===== config.mk =====
export PLATFORM = sky130hd
export DESIGN_NAME = fetch_unit
export DESIGN_NICKNAME = d
export VERILOG_FILES = /design/src/rtl/cpu_types_pkg.sv /design/src/rtl/ifid_latch.sv /design/src/rtl/fetch_unit.sv
export SDC_FILE = /design/constraint.sdc
export NUM_CORES = 1
export LEC_CHECK = 0
export CORE_UTILIZATION = 54
export CTS_CLUSTER_DIAMETER = 150
export DETAILED_ROUTE_END_ITERATION = 6
export PLACE_DENSITY = 0.88
export SYNTH_ARGS = -nofsm -noshare
export SYNTH_HDL_FRONTEND = slang
export SYNTH_SLANG_ARGS = --single-unit
export TNS_END_PERCENT = 5

===== constraint.sdc =====
create_clock -name CLK -period 4.2 [get_ports CLK]
set_input_delay 0.42 -clock CLK [delete_from_list [all_inputs] [get_ports CLK]]
set_output_delay 0.42 -clock CLK [all_outputs]
set_load 0.01 [all_outputs]

===== src/rtl/cpu_types_pkg.sv =====
// Shared CPU datapath types: word, IF/ID pipeline latch contents, fetch FSM states.
// Types and defaults only; no timing or flow-control content.
package cpu_types_pkg;

  typedef logic [31:0] word_t;

  typedef enum logic [1:0] {
    FETCH  = 2'd0,
    HOLD   = 2'd1,
    HALTED = 2'd2
  } fetch_state_t;

  typedef struct packed {
    logic  valid;
    word_t instr;
    word_t pc;
    word_t npc;
  } ifid_t;

  localparam word_t PC_INCR_DEFAULT   = 32'd4;
  localparam word_t NOP_INSTR_DEFAULT = 32'h0000_0000;

endpackage


===== src/rtl/ifid_latch.sv =====
// IF/ID pipeline register: one-cycle load, clear (flush) beats load, load beats bubble.
// No backpressure of its own; with no enable asserted the contents hold.
module ifid_latch
  import cpu_types_pkg::*;
#(
  parameter word_t NOP_INSTR = NOP_INSTR_DEFAULT
) (
  input  logic  CLK,
  input  logic  nRST,
  input  logic  load,
  input  logic  clear,
  input  logic  bubble,
  input  ifid_t d,
  output ifid_t q
);

  always_ff @(posedge CLK, negedge nRST) begin
    if (!nRST) begin
      q.valid <= 1'b0;
      q.instr <= NOP_INSTR;
      q.pc    <= '0;
      q.npc   <= '0;
    end else if (clear) begin
      q.valid <= 1'b0;
      q.instr <= NOP_INSTR;
    end else if (load) begin
      q <= d;
    end else if (bubble) begin
      q.valid <= 1'b0;
    end
  end

endmodule


===== src/rtl/fetch_unit.sv =====
// Instruction fetch: level imem read at PC, capture into IF/ID in the ihit cycle (zero-wait on hit).
// On ID stall a fetched word parks in a one-entry hold buffer and the PC stops; halt freezes until reset.
module fetch_unit
  import cpu_types_pkg::*;
#(
  parameter word_t PC_INCR   = PC_INCR_DEFAULT,
  parameter word_t NOP_INSTR = NOP_INSTR_DEFAULT
) (
  input  logic  CLK,
  input  logic  nRST,
  input  word_t PC,
  input  logic  halt,
  input  logic  flush,
  input  logic  stall,
  input  logic  ihit,
  input  word_t imemload,
  output logic  imemREN,
  output word_t imemaddr,
  output logic  pc_adv,
  output word_t npc,
  output logic  ifid_valid,
  output word_t ifid_instr,
  output word_t ifid_pc,
  output word_t ifid_npc
);

  fetch_state_t state, next_state;

  word_t buf_instr, buf_pc, buf_npc;
  logic  buf_ld;
  logic  ld, clr, inval;
  logic  ren_int, adv_int;
  ifid_t ifid_d, ifid_q;

  assign imemaddr = PC;
  assign npc      = PC + PC_INCR;

  always_ff @(posedge CLK, negedge nRST) begin
    if (!nRST) state <= FETCH;
    else       state <= next_state;
  end

  always_comb begin
    next_state = state;
    case (state)
      FETCH:   if (ihit && stall) next_state = HOLD;
      HOLD:    if (!stall)        next_state = FETCH;
      default: next_state = HALTED;
    endcase
    if (state != HALTED && flush) next_state = FETCH;
    if (halt)                     next_state = HALTED;
  end

  always_comb begin
    ren_int = 1'b0;
    adv_int = 1'b0;
    ld      = 1'b0;
    clr     = 1'b0;
    inval   = 1'b0;
    buf_ld  = 1'b0;
    if (!halt && state != HALTED) begin
      ren_int = (state == FETCH);
      if (flush) begin
        clr     = 1'b1;
        adv_int = 1'b1;
      end else if (state == FETCH) begin
        if (stall) begin
          buf_ld = ihit;
        end else if (ihit) begin
          ld      = 1'b1;
          adv_int = 1'b1;
        end else begin
          inval = 1'b1;
        end
      end else if (!stall) begin
        ld      = 1'b1;
        adv_int = 1'b1;
      end
    end
  end

  // Gating with nRST makes the request vanish as soon as reset asserts, not at the next edge.
  assign imemREN = ren_int & nRST;
  assign pc_adv  = adv_int & nRST;

  always_ff @(posedge CLK, negedge nRST) begin
    if (!nRST) begin
      buf_instr <= '0;
      buf_pc    <= '0;
      buf_npc   <= '0;
    end else if (clr) begin
      buf_instr <= '0;
      buf_pc    <= '0;
      buf_npc   <= '0;
    end else if (buf_ld) begin
      buf_instr <= imemload;
      buf_pc    <= PC;
      buf_npc   <= npc;
    end
  end

  always_comb begin
    ifid_d.valid = 1'b1;
    if (state == HOLD) begin
      ifid_d.instr = buf_instr;
      ifid_d.pc    = buf_pc;
      ifid_d.npc   = buf_npc;
    end else begin
      ifid_d.instr = imemload;
      ifid_d.pc    = PC;
      ifid_d.npc   = npc;
    end
  end

  ifid_latch #(.NOP_INSTR(NOP_INSTR)) u_ifid (
    .CLK    (CLK),
    .nRST   (nRST),
    .load   (ld),
    .clear  (clr),
    .bubble (inval),
    .d      (ifid_d),
    .q      (ifid_q)
  );

  assign ifid_valid = ifid_q.valid;
  assign ifid_instr = ifid_q.instr;
  assign ifid_pc    = ifid_q.pc;
  assign ifid_npc   = ifid_q.npc;

endmodule


# After elaboration in Yosys (flattened, before gate mapping)
# Cells that the tools add are included.
[totals]
out_inout_bits = 163
regBits = 195
elab_cells = 62
in_bits = 70
[classes]
n_reduce_logical = 10
bitwise_logic = 3
muxes = 36
eq_ne = 4
add_sub_neg = 1
[op_table]
columns = ["op", "n"]
rows = [
  ["$mux W32", 6],
  ["$mux W96", 2],
  ["$mux W33", 1],
  ["$add A32 B3 Y32 const B", 1],
  ["$mux W1", 22],
  ["$mux W2", 4],
  ["$ne A4 B4 Y1 const B", 2],
  ["$pmux W2 S2", 1],
  ["$reduce_and A2 Y1", 2],
  ["$reduce_bool A2 Y1", 2],
  ["$logic_and A1 B1 Y1", 3],
  ["$reduce_bool A3 Y1", 1],
  ["$and A1 B1 Y1", 2],
  ["$eq A2 B1 Y1 const B", 1],
  ["$logic_not A2 Y1", 1],
  ["$ne A2 B2 Y1 const B", 1],
  ["$logic_not A1 Y1", 1],
  ["$not A1 Y1", 1],
]

# Depth between registers and ports, before layout
[depth]
depth_word = 8
mapped_depth = 7
depth_no_buf = 5

# By module
# A second synthesis with hierarchy kept.
[hier_totals]
hier_cells = 740
hier_area_um2 = 9439.1
[modules_own_cells]
columns = ["mod", "n_inst", "cells_each", "seq_area_each_um2", "area_each_um2"]
rows = [
  ["fetch_unit", 1, 497, 2402.3, 5502.8],
  ["ifid_latch", 1, 243, 2427.3, 3936.3],
]

# Least setup slack after synthesis
# Ideal clock, no wire load.
[synth_timing]
path_kind = "input to output"
from = "input port PC[4]"
to = "output port npc[25]"
t_required_ns = 3.780
path_stages = 7
path_buffers = 3
path_slack_ns = 1.740
arrival_time_ns = 2.040
path_cell_list = "buf_2 > nand3_2 > or4_1 > buf_2 > clkbuf_1 > nor2_1 > xor2_1"
[synth_via]
elab_chain_len = 1
[synth_lines]
columns = ["element", "line_no", "text"]
rows = [
  ["start: declaration", "fetch_unit.sv:11", "input word_t PC,"],
  ["$add A32 B3 Y32", "fetch_unit.sv:36", "assign npc = PC + PC_INCR;"],
  ["end: declaration", "fetch_unit.sv:20", "output word_t npc,"],
]
# No other way between the ends.

# Worst setup path in the final report
[layout_timing]
from = "input port PC[2]"
to = "output port npc[28]"
# Same word-level chain as after synthesis.

==> impl_table.tex <==
\begin{tabular}{lr}
\hline
Metric & Value \\
\hline
\multicolumn{2}{l}{\textbf{Critical path}} \\
Required time reported for the critical path endpoint & 3.78 ns \\
Crit path capture type & output port \\
Worst setup SP type & input port \\
Launch point of the worst path & PC[2] \\
Arr. time, crit path & 3.36 ns \\
Critical path start-end classification & input port to output port \\
Largest driver fanout on the critical path & 9 \\
Start of the worst register-to-register path & state[0]\$\_DFFE\_PN0P\_ \\
\multicolumn{2}{l}{\textbf{Die}} \\
Height of the chip & 133.2 um \\
Area enclosed by the die boundary & 17,740 sq um \\
Count of boundary I/O pins & 233 \\
Core Footprint & 16,700 sq um \\
X dimension of the die & 133.2 um \\
Effective utilization at floorplan & 0.5566 \\
Number of placement rows & 47 \\
\multicolumn{2}{l}{\textbf{Detailed routing}} \\
Routed wl met3 & 2.300 mm \\
Violation count after the first detailed-routing iteration & 743 \\
Post-detailed-route wirelength per cell & 19.39 um \\
First-pass detailed-route iteration total & 6 \\
DRT met1 WL & 10.85 mm \\
Post-DRT Antenna Nets & 0 \\
Remaining design rule violation count & 0 \\
Overall routed net length & 26.35 mm \\
Routed length on met2 & 12.35 mm \\
Total number of vias & 8,216 \\
Drt via density & 6.046 \\
DR top layer & met4 \\
\multicolumn{2}{l}{\textbf{Synthesis}} \\
Net count after synthesis & 1,049 \\
Sequential share of the synthesized area & 0.5142 \\
EDFF count, synth & 0 \\
Area of the mapped netlist & 9295 sq um \\
Syn avg cell area & 9.504 sq um \\
Unique cell type count in the Yosys netlist & 49 \\
Post-synthesis instance total & 978 \\
Syn. warnings & 0 \\
Proportion of register bits with asynchronous set or reset after synthesis & 1.000 \\
Synth Register Bits & 191 \\
Most instantiated flip-flop cell in the synthesis netlist & sky130\_fd\_sc\_hd\_\_dfrtp\_1 \\
\multicolumn{2}{l}{\textbf{Clocking}} \\
Hold-fix buffer count after cts & 0 \\
CTS root buffer & sky130\_fd\_sc\_hd\_\_clkbuf\_16 \\
Clock sink total & 191 \\
Clock transition at the registers of the reported paths & 0.06 ns \\
Setup Buffers After CTS & 0 \\
Post-CTS resize count & 0 \\
Worst-skew pair later-pin latency & 0.42 ns \\
TritonCTS clock tree & done \\
CTS H-Tree Depth & 4 \\
Total CTS buffers & 17 \\
Maximum count of clock buffers along a single path & 2 \\
\multicolumn{2}{l}{\textbf{Global routing}} \\
Antenna violations before repair & 0 \\
Aggregate global routing overflow & 0 \\
Vias in the first global route & 7,839 \\
First-pass GRT wire length & 41.97 mm \\
Largest net degree at the start of global routing & 95 \\
Gr usage total & 0.3015 \\
\multicolumn{2}{l}{\textbf{Hold path}} \\
Worst min path class & input port to asynchronous set/reset pin \\
\multicolumn{2}{l}{\textbf{Finish}} \\
Final \#Nets & 1,200 \\
Non-filler instance count after layout & 1,359 \\
Share of layout cells above drive strength 1 & 0.05443 \\
Count of inserted antenna diode cells & 0 \\
Area delta synth->final & 29.90\% \\
Area of all placed cells without fillers & 12,070 sq um \\
\multicolumn{2}{l}{\textbf{Placed design}} \\
Placer Congestion & 0.8408 \\
Port Buffer Count & 232 \\
Post-placement cell count & 1,330 \\
Post-detailed-placement half-perimeter wirelength & 16.98 mm \\
Placed cell area & 11,490 sq um \\
\multicolumn{2}{l}{\textbf{Timing}} \\
Worst rel slew slack & 0.1668 \\
Final number of max-transition violations & 0 \\
Actual slew at the worst max-slew pin & 1.243 ns \\
Clock Skew & 0.005439 ns \\
Final critical-path share of the clock period & 0.9006 \\
Post-Route Setup TNS & 0 ns \\
Fmax & 264.4 MHz \\
Final count of negative-setup-slack endpoints & 0 \\
Fin. Hold Viols & 0 \\
Final critical delay including setup and external delays & 3.782 ns \\
Setup repair after global routing missed its margin & false \\
\multicolumn{2}{l}{\textbf{Run}} \\
Number of max-capacitance violations reported & 0 \\
\multicolumn{2}{l}{\textbf{Power}} \\
Pleak & 5.479 nW \\
Pwr dens & 341.7 nW/um\^{}2 \\
Largest vdd supply drop & 0.2658 mV \\
\multicolumn{2}{l}{\textbf{Status}} \\
Result of the run & complete, no violations \\
\hline
\end{tabular}
## synth_stat cells, types with 2 or more instances
cell	instances	area [sq um]
sky130_fd_sc_hd__nand2_1	185	694.4
sky130_fd_sc_hd__a211o_1	9	78.83
sky130_fd_sc_hd__nand2b_1	3	18.77
sky130_fd_sc_hd__o21ai_0	57	285.3
sky130_fd_sc_hd__a21oi_1	3	15.01
sky130_fd_sc_hd__nor3_1	12	60.06
sky130_fd_sc_hd__or2_2	5	31.28
sky130_fd_sc_hd__nor2b_1	3	18.77
sky130_fd_sc_hd__or4b_1	4	40.04
sky130_fd_sc_hd__clkbuf_1	67	251.5
sky130_fd_sc_hd__a31oi_1	33	206.5
sky130_fd_sc_hd__dfrtp_1	191	4780
sky130_fd_sc_hd__inv_1	19	71.32
sky130_fd_sc_hd__mux2i_1	35	350.3
sky130_fd_sc_hd__and4_1	3	26.28
sky130_fd_sc_hd__o21a_1	2	15.01
sky130_fd_sc_hd__nand3b_1	2	15.01
sky130_fd_sc_hd__nor4_1	8	50.05
sky130_fd_sc_hd__and2_1	3	18.77
sky130_fd_sc_hd__nand3_1	31	155.2
sky130_fd_sc_hd__buf_2	12	60.06
sky130_fd_sc_hd__nand4b_1	3	26.28
sky130_fd_sc_hd__a2111oi_0	2	17.52
sky130_fd_sc_hd__o211ai_1	19	142.6
sky130_fd_sc_hd__a22o_1	57	499.2
sky130_fd_sc_hd__a21boi_0	15	112.6
sky130_fd_sc_hd__o2111ai_1	6	52.55
sky130_fd_sc_hd__buf_4	36	270.3
sky130_fd_sc_hd__nor2_1	58	217.7
sky130_fd_sc_hd__xor2_1	8	70.07
sky130_fd_sc_hd__buf_1	4	15.01
sky130_fd_sc_hd__xnor2_1	16	140.1
sky130_fd_sc_hd__a21o_1	2	15.01
sky130_fd_sc_hd__or4_1	18	135.1
sky130_fd_sc_hd__or3_1	3	18.77
sky130_fd_sc_hd__nand4_1	30	187.7
sky130_fd_sc_hd__a211oi_1	2	15.01
## per-stage QoR
stage               worst slack (ns)  utilization  hold WS [ns]  power [mW]
global route                  0.2958       0.7230       0.05439       4.262
detailed placement            0.4635       0.6878        0.4552       2.512
finish                        0.4176       0.7230      0.006320       4.126
CTS                           0.4534       0.7230       0.04317       4.144
floorplan                      1.740            -        0.1244       2.202
global placement              0.5645       0.6878        0.4490       2.497
## cell usage in the layout (no fill, tap or decap), drive strengths merged, types with 6 or more instances in the layout
cell             n
xor2             8
buf             20
nand3           32
nand4           31
xnor2           16
or4             18
nand2          185
a21boi          15
a211o            9
o211ai          19
nor4             9
clkdlybuf4s50  231
inv             19
nor3            12
nor2            58
dfrtp          191
mux2i           35
clkbuf          24
a31oi           33
o2111ai          6
a22o            57
o21ai           57
## registers in the layout (all words and copies together) (netlist names)
register	cells
buf_npc	30
buf_pc	32
buf_instr	32
u_ifid.q	95
state	2
## area by class of cell
class                   count  area (sq um)
clock inverters             6         108.9
well taps                 220         275.3
repair buffers            252          2476
multi-input cells         648          3885
fillers                  1222          4627
clock buffers              23         478.0
inverters                  19         71.32
flip-flops and latches    191          4780
## final timing paths
| path | end | slack [ns] | cells past startpoint |
|---|---|---|---|
| max | npc[28] | 0.42 | 7 |
| min | buf_pc[1]$_DFFE_PN0P_ | 0.006 | 1 |
| max reg2reg | u_ifid.q[25]$_DFFE_PN0P_ | 1.42 | 4 |
| min reg2reg | buf_pc[17]$_DFFE_PN0P_ | 0.47 | 2 |
| max in group asynchronous | buf_instr[12]$_DFFE_PN0P_ | 2.74 | 2 |
| min in group CLK | buf_pc[17]$_DFFE_PN0P_ | 0.47 | 2 |
## worst max-delay path, stage by stage
cell	delay (ns)
sky130_fd_sc_hd__clkdlybuf4s50_1	0.61
sky130_fd_sc_hd__ha_1	0.29
sky130_fd_sc_hd__nand4_1	0.36
sky130_fd_sc_hd__or4_1	0.67
sky130_fd_sc_hd__nor2_1	0.24
sky130_fd_sc_hd__xor2_1	0.20
sky130_fd_sc_hd__clkdlybuf4s50_1	0.56
## power breakdown
| group | total (mW) | internal, mW | switching, mW |
|---|---|---|---|
| clock | 1.64 | 0.975 | 0.669 |
| sequential | 1.97 | 1.92 | 0.0471 |
| combinational | 0.515 | 0.269 | 0.246 |
## metal layers
metal | GRT usage | up-vias
li1 | - | 3729
met1 | 0.4098 | 4009
met2 | 0.4625 | 426
met3 | 0.07154 | 52
met4 | 0.1338 | 0
met5 | 0 | -
## logic make-up (layout without fill, tap and decap cells)
group,after synthesis,after routing,share of synthesized area
AOI/OAI and AO/OA,213,213,0.1621
xor gates and xnor gates,24,24,0.02261
adders and majority gates,1,1,0.001346
buffers and inverters,139,300,0.07309
DFF,191,191,0.5142
muxes,35,35,0.03769
and+or+nand+nor,375,375,0.1890
(Power assumes the default switching activity.)
